`config.mk`:
```
export PLATFORM = sky130hd
export DESIGN_NAME = bcd_timer_ud
export DESIGN_NICKNAME = d
export VERILOG_FILES = /design/src/rtl/bcd_timer_ud.sv
export SDC_FILE = /design/constraint.sdc
export NUM_CORES = 1
export LEC_CHECK = 0
export ABC_AREA = 1
export CAP_MARGIN = 10
export CORE_AREA = 2 2 85 87
export DETAILED_ROUTE_END_ITERATION = 8
export DIE_AREA = 0 0 87 89
export GPL_TIMING_DRIVEN = 0
export PLACE_DENSITY = 0.79
export SLEW_MARGIN = 25
export SYNTH_ARGS = -nofsm -noshare
export SYNTH_HDL_FRONTEND = slang
export SYNTH_SLANG_ARGS = --single-unit
```
`constraint.sdc`:
```
create_clock -name c1khz -period 2.27 [get_ports c1khz]
set_input_delay 0.454 -clock c1khz [delete_from_list [all_inputs] [get_ports c1khz]]
set_output_delay 0.454 -clock c1khz [all_outputs]
set_load 0.01 [all_outputs]
```
`src/rtl/bcd_timer_ud.sv`:
```
// bcd_timer_ud: BCD mm:ss timer with an internal one-second prescaler.
// Counts down from a preset to zero, or up from zero to the preset. Supports
// start/stop, auto-reload at the terminal value and a one-cycle expiry pulse.
module bcd_timer_ud #(
  parameter int MIN_DIGITS = 2,
  parameter int TICK_DIV   = 1000
) (
  input  logic                    c1khz,
  input  logic                    rst,
  input  logic                    load,
  input  logic                    start,
  input  logic                    stop,
  input  logic                    up,
  input  logic                    autoreload,
  input  logic [4*MIN_DIGITS-1:0] pmin,
  input  logic [7:0]              psec,
  output logic [4*MIN_DIGITS-1:0] min,
  output logic [7:0]              sec,
  output logic                    running,
  output logic                    zero,
  output logic                    expired
);

  localparam int MW = 4*MIN_DIGITS;
  localparam int PW = (TICK_DIV > 2) ? $clog2(TICK_DIV) : 1;
  localparam logic [PW-1:0] PSC_LAST = PW'(TICK_DIV-1);

  typedef enum logic [1:0] {S_IDLE, S_RUN, S_DONE} state_t;

  state_t          state_q, state_d;
  logic [MW-1:0]   min_q, min_d;
  logic [7:0]      sec_q, sec_d;
  logic [PW-1:0]   psc_q, psc_d;
  logic [MW-1:0]   pmin_q, pmin_d;   // clamped preset P (also the up-mode target T)
  logic [7:0]      psec_q, psec_d;
  logic            up_q, up_d;
  logic            ar_q, ar_d;
  logic            rld_q, rld_d;     // next step reloads instead of counting
  logic            exp_q, exp_d;

  logic [MW-1:0]   pmin_cl;
  logic [7:0]      psec_cl;
  logic [MW-1:0]   nmin;
  logic [7:0]      nsec;
  logic            cy;
  logic            term, nterm;

  // Clamp preset digits into valid BCD / seconds range
  always_comb begin
    pmin_cl = pmin;
    for (int i = 0; i < MIN_DIGITS; i++)
      if (pmin[4*i +: 4] > 4'd9) pmin_cl[4*i +: 4] = 4'd9;
    psec_cl[3:0] = (psec[3:0] > 4'd9) ? 4'd9 : psec[3:0];
    psec_cl[7:4] = (psec[7:4] > 4'd5) ? 4'd5 : psec[7:4];
  end

  // One BCD step of the current value with ripple carry/borrow
  always_comb begin
    nmin = min_q;
    nsec = sec_q;
    cy   = 1'b1;
    if (up_q) begin
      if (sec_q[3:0] == 4'd9) nsec[3:0] = 4'd0;
      else begin nsec[3:0] = sec_q[3:0] + 4'd1; cy = 1'b0; end
      if (cy) begin
        if (sec_q[7:4] == 4'd5) nsec[7:4] = 4'd0;
        else begin nsec[7:4] = sec_q[7:4] + 4'd1; cy = 1'b0; end
      end
      for (int i = 0; i < MIN_DIGITS; i++)
        if (cy) begin
          if (min_q[4*i +: 4] == 4'd9) nmin[4*i +: 4] = 4'd0;
          else begin nmin[4*i +: 4] = min_q[4*i +: 4] + 4'd1; cy = 1'b0; end
        end
    end else begin
      if (sec_q[3:0] == 4'd0) nsec[3:0] = 4'd9;
      else begin nsec[3:0] = sec_q[3:0] - 4'd1; cy = 1'b0; end
      if (cy) begin
        if (sec_q[7:4] == 4'd0) nsec[7:4] = 4'd5;
        else begin nsec[7:4] = sec_q[7:4] - 4'd1; cy = 1'b0; end
      end
      for (int i = 0; i < MIN_DIGITS; i++)
        if (cy) begin
          if (min_q[4*i +: 4] == 4'd0) nmin[4*i +: 4] = 4'd9;
          else begin nmin[4*i +: 4] = min_q[4*i +: 4] - 4'd1; cy = 1'b0; end
        end
    end
  end

  // Terminal detection for the current and the stepped value
  always_comb begin
    if (up_q) begin
      term  = (min_q == pmin_q) && (sec_q == psec_q);
      nterm = (nmin  == pmin_q) && (nsec  == psec_q);
    end else begin
      term  = (min_q == '0) && (sec_q == '0);
      nterm = (nmin  == '0) && (nsec  == '0);
    end
  end

  // Next-state: load > stop > start > prescaler step
  always_comb begin
    state_d = state_q;
    min_d   = min_q;
    sec_d   = sec_q;
    psc_d   = psc_q;
    pmin_d  = pmin_q;
    psec_d  = psec_q;
    up_d    = up_q;
    ar_d    = ar_q;
    rld_d   = rld_q;
    exp_d   = 1'b0;
    if (load) begin
      pmin_d  = pmin_cl;
      psec_d  = psec_cl;
      up_d    = up;
      ar_d    = autoreload;
      psc_d   = '0;
      rld_d   = 1'b0;
      state_d = S_IDLE;
      if (up) begin
        min_d = '0;
        sec_d = '0;
      end else begin
        min_d = pmin_cl;
        sec_d = psec_cl;
      end
    end else begin
      case (state_q)
        S_IDLE: begin
          // prescaler is kept so a resume finishes the partial second
          if (!stop && start && !term) state_d = S_RUN;
        end
        S_RUN: begin
          if (stop) begin
            state_d = S_IDLE;
          end else if (psc_q == PSC_LAST) begin
            psc_d = '0;
            if (rld_q) begin
              rld_d = 1'b0;
              min_d = up_q ? '0 : pmin_q;
              sec_d = up_q ? '0 : psec_q;
            end else begin
              min_d = nmin;
              sec_d = nsec;
              if (nterm) begin
                exp_d = 1'b1;
                if (ar_q) rld_d   = 1'b1;
                else      state_d = S_DONE;
              end
            end
          end else begin
            psc_d = psc_q + PW'(1);
          end
        end
        default: ;  // DONE waits for load or rst
      endcase
    end
  end

  // State and datapath registers, synchronous reset
  always_ff @(posedge c1khz) begin
    if (rst) begin
      state_q <= S_IDLE;
      min_q   <= '0;
      sec_q   <= '0;
      psc_q   <= '0;
      pmin_q  <= '0;
      psec_q  <= '0;
      up_q    <= 1'b0;
      ar_q    <= 1'b0;
      rld_q   <= 1'b0;
      exp_q   <= 1'b0;
    end else begin
      state_q <= state_d;
      min_q   <= min_d;
      sec_q   <= sec_d;
      psc_q   <= psc_d;
      pmin_q  <= pmin_d;
      psec_q  <= psec_d;
      up_q    <= up_d;
      ar_q    <= ar_d;
      rld_q   <= rld_d;
      exp_q   <= exp_d;
    end
  end

  assign min     = min_q;
  assign sec     = sec_q;
  assign running = (state_q == S_RUN);
  assign zero    = (min_q == '0) && (sec_q == '0);
  assign expired = exp_q;

endmodule

```
==> results by group, run 1 <==
Worst hold path
  – Hold depth: 2
  – Hold WC Path Type: reg -> reg
  – Worst hold start: state_q[1]

Setup path
  – Startpoint Class: flop
  – Most frequent CP cell: nand2_2
  – Worst setup path class: reg -> reg
  – Levels on crit path: 20
  – Setup crit start: sec[0]
  – Crit path DAT: 2500 ps
  – Critical Path Sink: state_q[0]
  – CP max FO: 7
  – Critical path cell sequence: buf_8 > nor2_8 > nand2_8 > nor2_8 > buf_6 > nand2_4 > nand2_4 > inv_2 > nand2_2 > nand2_2 > nand2_1 > nand2_1 > nor3_2 > nand3_2 > nand2_2 > nand2_2 > nand2_2 > nand2_1 > nand2_1 > nor2_2
  – Worst r2r src: sec[0]
  – Worst Path Buf+Inv: 3
  – Req. time, crit path: 2490 ps
  – CP endpoint kind: flop
  – Worst Reg-to-Reg Cells: 20
  – Reg-to-reg critical path endpoint: state_q[0]
  – CP max stage delay: 340 ps
  – Family with the most delay on the worst path: simple AND/OR/NAND/NOR gates
  – Flop2flop setup slack: -10 ps
  – CP max-delay cell: dfxtp_2

Run status
  – Failing checks: negative setup slack
  – Status: finished with violations

Drt
  – Vias: 4584
  – Detailed-router iteration count before antenna repair: 5
  – Vias/cell: 5.86
  – Wire per inst: 15.8 um
  – Wirelength, routed: 12300 um
  – 1st-iter DRT viols: 414
  – DR DRC count: 0
  – Antenna viol nets, final: 0
  – Uppermost layer routed: met4
  – Routed met1 length: 5060 um
  – DR WL met3: 1190 um
  – Met2 Routed Length: 5880 um

Timing
  – Clock period minus worst slack: 2280 ps
  – Relative slew margins: 54.6%
  – Worst-margin pin slew: 680 ps
  – Endpoints failing setup: 1
  – Final Hold Viols: 0
  – Unrepaired setup endpoints after global routing: true
  – Clock Skew: 5.99 ps
  – Setup total negative slack: -11.6 ps
  – Fmax: 0.438 GHz
  – Final Max Tran Viols: 0
  – Period utilization: 101%
  – Post-route worst setup slack: -11.6 ps

Yosys
  – Synth Cell Area: 0.00378 mm^2
  – Top FF cell, synth: dfxtp_1
  – Async SR Flop Fraction: 0%
  – Combinational family with the most area after synthesis: simple AND/OR/NAND/NOR gates
  – Post-synthesis compound-gate area fraction: 13.9%
  – Synthesized Nets: 648
  – Mux cell area share after synthesis: 0%
  – Simple-Gate Fraction of Synth Area: 46.5%
  – Post-synthesis sequential area ratio: 25.4%
  – Avg Cell Area, Syn: 6.05 um^2
  – Post-Synth XOR/XNOR Area: 3.25%
  – YS warnings: 0
  – Number of flops mapped to enable cells by yosys: 0
  – Syn Inst Count: 624
  – Synth Area in Adders: 0.331%
  – FF+latch count, synth: 48
  – Cell variety after synth: 44

Die
  – Die area: 0.00774 mm^2
  – Io pins: 42
  – Initial Util: 56.2%
  – Rows: 30
  – Die Span X: 87 um
  – Die H: 89 um
  – Core area: 0.00672 mm^2

Clock network
  – Htree depth: 2
  – Clock Tree Root: clkbuf_8
  – Max Root-Sink Buffers: 2
  – CTS tree: built
  – Cts hold-fix bufs: 0
  – Num CTS Buffers: 5
  – Clock Latency Late Sink: 310 ps
  – Reg clk slew, reported paths: 100 ps
  – CTS Sinks: 48

Place
  – Routability congestion estimate: 0.971
  – Pre-CTS setup slack: -654 ps
  – PortBufs: 40
  – Cells after DPL: 744
  – Post-DP HPWL: 8980 um

Global routing
  – GRT Total Usage: 31.2%
  – Antenna violations before repair: 0
  – Vias in the first global route: 4019
  – Global route total overflow: 0
  – First-pass GRT wire length: 18900 um
  – Largest net degree at the start of global routing: 16

Pwr
  – Total chip power: 2490 uW
  – PD cells: 511 mW/mm^2
  – VDD IR-drop max: 368 uV
  – P_leak: 0.00211 uW

Finish
  – Register area: 975 um^2
  – Final core utilization: 72.6%
  – Fill count: 577
  – Area grow syn2layout: 29.2%
  – Multi-input gate area: 0.00261 mm^2
  – Finished Layout Cells: 782
  – Share of cells above drive strength 1: 21.7%
  – Ant diodes: 0
  – NumNets Final: 725

Flow run
  – Max_cap viols: 0
[sequential cells by signal (all words and copies together) (netlist names)]
register  count
ar_q          1
expired       1
min           8
pmin_q        8
psc_q        10
psec_q        8
rld_q         1
sec           8
state_q       2
up_q          1
[cell families (layout without fill, tap and decap cells)]
family                   Yosys count  after routing
XOR/XNOR                          14             14
flip-flops                        48             48
adder cells (fa/ha/maj)            1              1
AO/OA/AOI/OAI                     93             93
buffers and inverters             90            167
AND/OR/NAND/NOR                  378            379
[worst min path at each step]
stage / slack (ps) / to
after floorplan: 450 / state_q[1]
after global placement: 470 / state_q[1]
after detailed placement: 480 / psc_q[1]
after CTS: 500 / psc_q[1]
after global routing: 500 / state_q[1]
final: 490 / state_q[1]
[worst register-to-register path, stage by stage (launching register included)]
cell and delay, ps:
dfxtp_2 340, buf_8 140, nor2_8 180, nand2_8 100
nor2_8 120, buf_6 140, nand2_4 70, nand2_4 70
inv_2 40, nand2_2 70, nand2_2 70, nand2_1 70
nand2_1 60, nor3_2 190, nand3_2 130, nand2_2 110
nand2_2 60, nand2_2 70, nand2_1 50, nand2_1 70
nor2_2 40
[per-stage QoR]
stage / hold slack, ps / area, um^2
after floorplan: 450 / 3780
after global placement: 470 / 4280
after detailed placement: 483 / 4280
after CTS: 497 / 4550
after global routing: 504 / 4880
final: 491 / 4880
[power breakdown]
group,switching (uW),total [uW],internal [uW]
clock,325,686,361
sequential,38.2,916,878
combinational,516,891,375
total,879,2490,1610
[per-layer routing]
metal | up-vias | track usage [%]
met5 | - | 0
met4 | 0 | 9.23
met3 | 22 | 4.43
met2 | 243 | 53.9
met1 | 2112 | 40.7
li1 | 2207 | -
[cell usage after synthesis, drive strengths merged (6+ instances only)]
cell	number	area [um^2]
nand3	70	375
xnor2	6	52.6
nand2	197	812
dfxtp	48	961
a31oi	11	68.8
a21oi	25	125
clkbuf	12	46.3
nor3	12	65.1
buf	16	119
nand4	12	75.1
xor2	8	70.1
o22ai	16	100
o21ai	31	155
nor2	77	362
inv	60	225
[timing repair]
| action | 4_1_cts | 5_1_grt |
|---|---|---|
| resized for setup | 24 | 63 |
| buffers inserted | 9 | 22 |
| endpoints found under the setup margin | 16 | 18 |
| gates cloned | 1 | 0 |
| pin swaps | 9 | 25 |
[placed cells by master (no fill, tap or decap), types with 4 or more instances in the layout]
cell type        instances
nor3_1                  10
nand4_1                 12
dfxtp_2                  5
nand2_1                167
nand2_2                 25
o21ai_1                  5
xnor2_1                  6
nand3_2                 10
inv_2                   10
nor2_2                  11
a21oi_1                 24
clkbuf_8                 6
nand3_1                 59
clkdlybuf4s50_1         39
clkbuf_2                 4
nor2_1                  54
clkbuf_1                 7
nand2_4                  5
inv_1                   48
buf_4                   27
a31oi_1                 11
dfxtp_1                 41
o22ai_1                 16
xor2_1                   7
buf_2                    6
o21ai_0                 25
nor3b_1                  4
nor2_4                  10
buf_6                    9
[area by class of cell]
cell class	count	share of cell area (%)
Tap cell	80	2.05
Sequential cell	48	20.0
Timing Repair Buffer	71	13.4
Clock buffer	6	1.69
Buffer	26	3.61
Inverter	62	4.95
Multi-Input combinational cell	487	53.5
Clock inverter	2	0.795
No activity file was read; power rests on OpenSTA's default activity.
==> inputs of run 2 (changes only) <==
CORE_AREA = 4 4 87 89   (was 2 2 85 87)
DIE_AREA = 0 0 91 93   (was 0 0 87 89)
==> results by group, run 2 (synthesis gave the netlist of run 1 again) <==
Drt
  – Vias: 4640 (+1.2%)
  – Wirelength, routed: 12800 um (+4.1%)
  – Detailed-router iteration count before antenna repair: 5 (unchanged)
  – Vias/cell: 6.00 (+2.4%)
  – DR DRC count: 0 (unchanged)
  – Wire per inst: 16.6 um (+5.3%)
  – Antenna viol nets, final: 0 (unchanged)
  – 1st-iter DRT viols: 530 (+28%)

Clock network
  – Clock Latency Late Sink: 310 ps (about the same)
  – Max Root-Sink Buffers: 2 (unchanged)
  – Num CTS Buffers: 5 (unchanged)
  – Clock Tree Root: clkbuf_8
  – Htree depth: 2 (unchanged)
  – Reg clk slew, reported paths: 100 ps (about the same)
  – Cts hold-fix bufs: 0 (unchanged)
  – CTS Sinks: 48 (unchanged)
  – CTS tree: built

Die
  – Die area: 0.00846 mm^2 (+9.3%)
  – Initial Util: 55.9% (-0.31 points)
  – Core area: 0.00676 mm^2 (+0.56%)
  – Die H: 93 um (+4.5%)
  – Rows: 30 (unchanged)
  – Io pins: 42 (unchanged)
  – Die Span X: 91 um (+4.6%)

Flow run
  – Max_cap viols: 0 (unchanged)

Place
  – DP Area: 0.00428 mm^2 (unchanged)
  – Pre-CTS setup slack: -541 ps (+112 ps)
  – Routability congestion estimate: 0.934 (-3.8%)
  – PortBufs: 40 (unchanged)
  – Post-DP HPWL: 9160 um (+2.0%)

Timing
  – Unrepaired setup endpoints after global routing: true
  – Period utilization: 102% (+1.4 points)
  – Final Hold Viols: 0 (unchanged)
  – Worst-margin pin slew: 705 ps (+24.7 ps)
  – Fmax: 0.432 GHz (-1.4%)
  – Final Max Tran Viols: 0 (unchanged)
  – Clock Skew: 13.0 ps (+6.99 ps)
  – Clock period minus worst slack: 2310 ps (+32.5 ps)
  – Relative slew margins: 53.0% (-1.6 points)
  – Post-route worst setup slack: -44.1 ps (-32.5 ps)
  – Endpoints failing setup: 3 (+2)

Global routing
  – Vias in the first global route: 4185 (+4.1%)
  – GRT Total Usage: 28.5% (-2.7 points)
  – Global route total overflow: 0 (unchanged)
  – Antenna violations before repair: 0 (unchanged)
  – First-pass GRT wire length: 19800 um (+4.7%)
  – Largest net degree at the start of global routing: 15 (-1)

Setup path
  – Worst setup path class: reg -> reg
  – Setup crit start: up_q
  – Levels on crit path: 7 (-65%)
  – Startpoint Class: flop
  – Req. time, crit path: 2470 ps (-20 ps)
  – Worst Path Buf+Inv: 3 (unchanged)
  – Crit path DAT: 2510 ps (about the same)
  – CP endpoint kind: flop
  – Family with the most delay on the worst path: buffers and inverters
  – Critical path cell sequence: buf_6 > buf_6 > nor2_1 > clkinv_2 > o21ai_0 > nand2_1 > a221oi_1
  – Worst Reg-to-Reg Cells: 7 (-65%)
  – CP max stage delay: 550 ps (+210 ps)
  – CP max FO: 10 (+3)
  – CP max-delay cell: nor2_1
  – Worst r2r src: up_q
  – Most frequent CP cell: buf_6

Worst hold path
  – Hold depth: 2 (unchanged)
  – Worst hold start: psc_q[1]
  – Hold WC Path Type: reg -> reg

Pwr
  – VDD IR-drop max: 344 uV (-6.5%)
  – PD cells: 525 mW/mm^2 (+2.8%)
  – P_leak: 0.00206 uW (-2.3%)

Finish
  – Reg with most FFs: psc_q
  – Finished Cell Area: 0.00483 mm^2 (-0.95%)
  – NumNets Final: 717 (-1.1%)
  – Area grow syn2layout: 28.0%
  – Ant diodes: 0 (unchanged)
  – Most common cell after layout, fill and taps aside: nand2_1
  – Largest register FFs: 10 (unchanged)
  – Share of cells above drive strength 1: 20.3% (-1.3 points)
  – Commonest non-fill, non-tap cells in the layout: nand2_1 (168), nand3_1 (58), nor2_1 (57), inv_1 (48), dfxtp_1 (40)

Run status
  – Failing checks: negative setup slack
  – Status: finished with violations
## run 2: cell count changes in the layout (fill, tap and decap cells not counted), sizes merged
| cell | change |
|---|---|
| nand2 | -1 |
| buf | -8 |
| clkinv | -1 |
| bufinv | +1 |
## run 2: final cells by class
| type | count | area (um^2) |
|---|---|---|
| Multi-Input combinational cell | 486 | 2630 |
| Fill cell | 601 | 1920 |
| Sequential cell | 48 | 973 |
| Timing Repair Buffer | 64 | 584 |
| Inverter | 62 | 245 |
| Buffer | 26 | 178 |
| Tap cell | 80 | 100 |
| Clock buffer | 5 | 68.8 |
| Clock inverter | 2 | 60.1 |
## run 2: repair_timing
item	CTS	global route
resized for setup	23	65
buffers inserted	8	16
setup endpoints to repair	18	18
gates cloned	0	0
hold endpoints to repair	0	0
pin swaps	8	22
## run 2: worst paths after layout
check | end | slack, ps
max | sec[3] | -40
min | psc_q[1] | 500
max reg2reg | sec[3] | -40
min reg2reg | psc_q[1] | 500
## run 2: per-layer routing
| layer | track usage [%] | up-vias | share of wire [%] |
|---|---|---|---|
| met5 | 0 | - | 0 |
| met4 | 7.29 | 0 | 2.2 |
| met3 | 3.54 | 40 | 8.4 |
| met2 | 50.3 | 259 | 49 |
| met1 | 37.0 | 2153 | 41 |
| li1 | - | 2188 | - |
## run 2: per-stage QoR
step | total power, uW | utilization [%] | hold slack (ps) | std cells | TNS, ps
2_1_floorplan | 1440 | - | 450 | 624 | 0
3_3_place_gp | 1640 | 63.3 | 465 | 744 | -6570
3_5_place_dp | 1650 | 63.3 | 488 | 744 | -8150
4_1_cts | 2430 | 67.1 | 501 | 759 | -15.0
5_1_grt | 2640 | 71.6 | 533 | 773 | -471
6_report | 2540 | 71.6 | 503 | 773 | -82.8
## run 2: worst register-to-register path, delay by kind of cell (launching register included)
family	cells	cell delay, ps
compound gates	2	600
buf+inv	3	650
simple gates	2	630
flops	1	320
## run 2: where the power goes
group	switching [uW]	leakage (uW)	internal, uW
Combinational	522	0.00160	351
Clock	313	0.0000642	434
Sequential	40.8	0.000396	878
==> patch, RTL diff (flow settings as in run 1) <==
Register the input `psec` before use, with the module's reset. The logic sees it one clock later. The other inputs are not delayed to match.
--- a/src/rtl/bcd_timer_ud.sv
+++ b/src/rtl/bcd_timer_ud.sv
@@ -29,2 +29,12 @@
 
+  logic [7:0] psec_r;
+
+  always_ff @(posedge c1khz) begin
+    if (rst) begin
+      psec_r <= '0;
+    end else begin
+      psec_r <= psec;
+    end
+  end
+
   state_t          state_q, state_d;
@@ -52,4 +62,4 @@
       if (pmin[4*i +: 4] > 4'd9) pmin_cl[4*i +: 4] = 4'd9;
-    psec_cl[3:0] = (psec[3:0] > 4'd9) ? 4'd9 : psec[3:0];
-    psec_cl[7:4] = (psec[7:4] > 4'd5) ? 4'd5 : psec[7:4];
+    psec_cl[3:0] = (psec_r[3:0] > 4'd9) ? 4'd9 : psec_r[3:0];
+    psec_cl[7:4] = (psec_r[7:4] > 4'd5) ? 4'd5 : psec_r[7:4];
   end
Behaviour: not the same (Yosys sat finds a counterexample within 4 cycles, from zero or initial values and one cycle with rst high).
==> patch against run 1 <==
Hold slack better by 0.0020 ns. Cell area is 4.5% lower. Critical path depth is 4 lower. Sequential power is 15% higher. Synthesized area increased by 3.9%. Sequential cell count up 8. Clock power up 3%. Combinational power fell by 28%. Total power fell by 3.8%. Worst setup slack improved by 0.048 ns. Routed wire length fell by 6.8%. First-iteration DRC count is 1.9% higher. Critical path type unchanged.
==> patch: results (changes against run 1) <==
[setup_path]
slowest_delay_ns=0.39  ; +0.05 ns
crit_path_top_delay_cell=dfxtp_1
cpLargestDelayFamily=simple AND/OR/NAND/NOR gates
crit_fanout=9  ; +2
arrival_ns=2.41  ; -0.09 ns

[place]
dp.cells=757  ; +1.7%
placed_cell_area_um2=4440  ; +3.7%
port_buffers=41  ; +2.5%
place_congestion=0.940  ; -3.3%
hpwlAfterDp_mm=8.87  ; -1.3%

[final_layout]
nNetsFinal=715  ; -1.4%
drive_gt1_share_pct=12.0  ; -9.7 points
fin_cells=772  ; -1.3%
fill_cells=625  ; +8.3%

[global_routing]
first_global_vias=3793  ; -5.6%
antenna_found_initial=0  ; unchanged
grt_max_degree=17  ; +1
grt_pass1_wl_mm=17.8  ; -5.8%
track_usage_pct=29.1  ; -2.2 points

[min_path]
hp-class=reg2reg

[synthesis]
async_reset_ff_share_pct=0  ; unchanged
postSynthCellCount=636  ; +1.9%
synth_cell_type_count=49  ; +11%
synthTopCellsByCount=nand2_1, inv_1, nor2_1, nand3_1, dfxtp_1
synth-seq-area-share_pct=28.6  ; +3.1 points
syn_nets=660  ; +1.9%
synth_area_leaders=dfxtp_1, nand2_1, nand3_1

[detailed_routing]
wl_per_cell_um=14.9  ; -5.6%
vias=4482  ; -2.2%
drt_iter0_drc=422  ; +1.9%

[run_status]
status=completed

[power]
p_sw_share_pct=31.1  ; -4.1 points
ir_worst_vdd_mv=0.441  ; +20%
cellLeakagePower_nw=2.09  ; -1.3%

[sta]
worstMarginPinSlew_ns=0.615  ; -0.0657 ns
clock-skew-final_ns=0.00821  ; +0.00222 ns

patch: path summary, 6_finish.rpt:
kind | startpoint | to | slack (ns) | cells past startpoint
setup / recovery | min[3] | state_q[0] | 0.04 | 16
hold / removal | ar_q | ar_q | 0.49 | 2
setup reg to reg | min[3] | state_q[0] | 0.04 | 16
hold reg to reg | ar_q | ar_q | 0.49 | 2
patch: tightest hold or removal path, stage by stage, from the launching register on:
cell     delay [ns]
dfxtp_1        0.31
inv_1          0.08
a21oi_1        0.07
patch: layout make-up:
| class | count | area [um2] | area share (%) |
|---|---|---|---|
| tap | 80 | 100 | 2.15 |
| clock inverter | 1 | 30.0 | 0.644 |
| clock buffer | 7 | 96.3 | 2.07 |
| inverter | 85 | 327 | 7.00 |
| sequential | 56 | 1120 | 24.1 |
| multi-input combinational | 472 | 2400 | 51.4 |
| timing repair buffer | 48 | 458 | 9.82 |
| buffer | 23 | 128 | 2.74 |
patch: metrics by stage:
| step | setup TNS, ns | worst slack (ns) |
|---|---|---|
| finish | 0 | 0.0363 |
| global route | -0.0987 | -0.0724 |
| detailed placement | -4.36 | -0.288 |
| CTS | 0 | 0.00666 |
| global placement | -3.20 | -0.275 |
| floorplan | 0 | 0.374 |
patch: cells by family after synthesis:
group | count (synthesis) | synth area share, %
and+or+nand+nor | 357 | 41.9
buffers and inverters | 108 | 11.3
AOI/OAI and AO/OA | 102 | 15.3
DFF | 56 | 28.6
xor gates and xnor gates | 12 | 2.68
adders and majority gates | 1 | 0.319
patch: repair_timing:
action / 4_1_cts / 5_1_grt
endpoints found under the hold margin: 0 / 0
endpoints found under the setup margin: 2 / 19
resized for setup: 5 / 20
pin swaps: 1 / 2
setup buffers: 1 / 6
patch: power groups by stage:
stage               clock (mW)  sequential [mW]  combinational [mW]
floorplan                    0             1.07               0.416
global placement             0             1.07               0.597
detailed placement           0             1.07               0.605
CTS                      0.707             1.05               0.615
global route             0.749             1.06               0.706
finish                   0.704             1.05               0.641
patch: per-layer routing:
metal	global-route usage, %	wire length [um]
met1	40.4	4940
met2	48.3	5360
met3	2.95	993
met4	8.10	198
met5	0	0
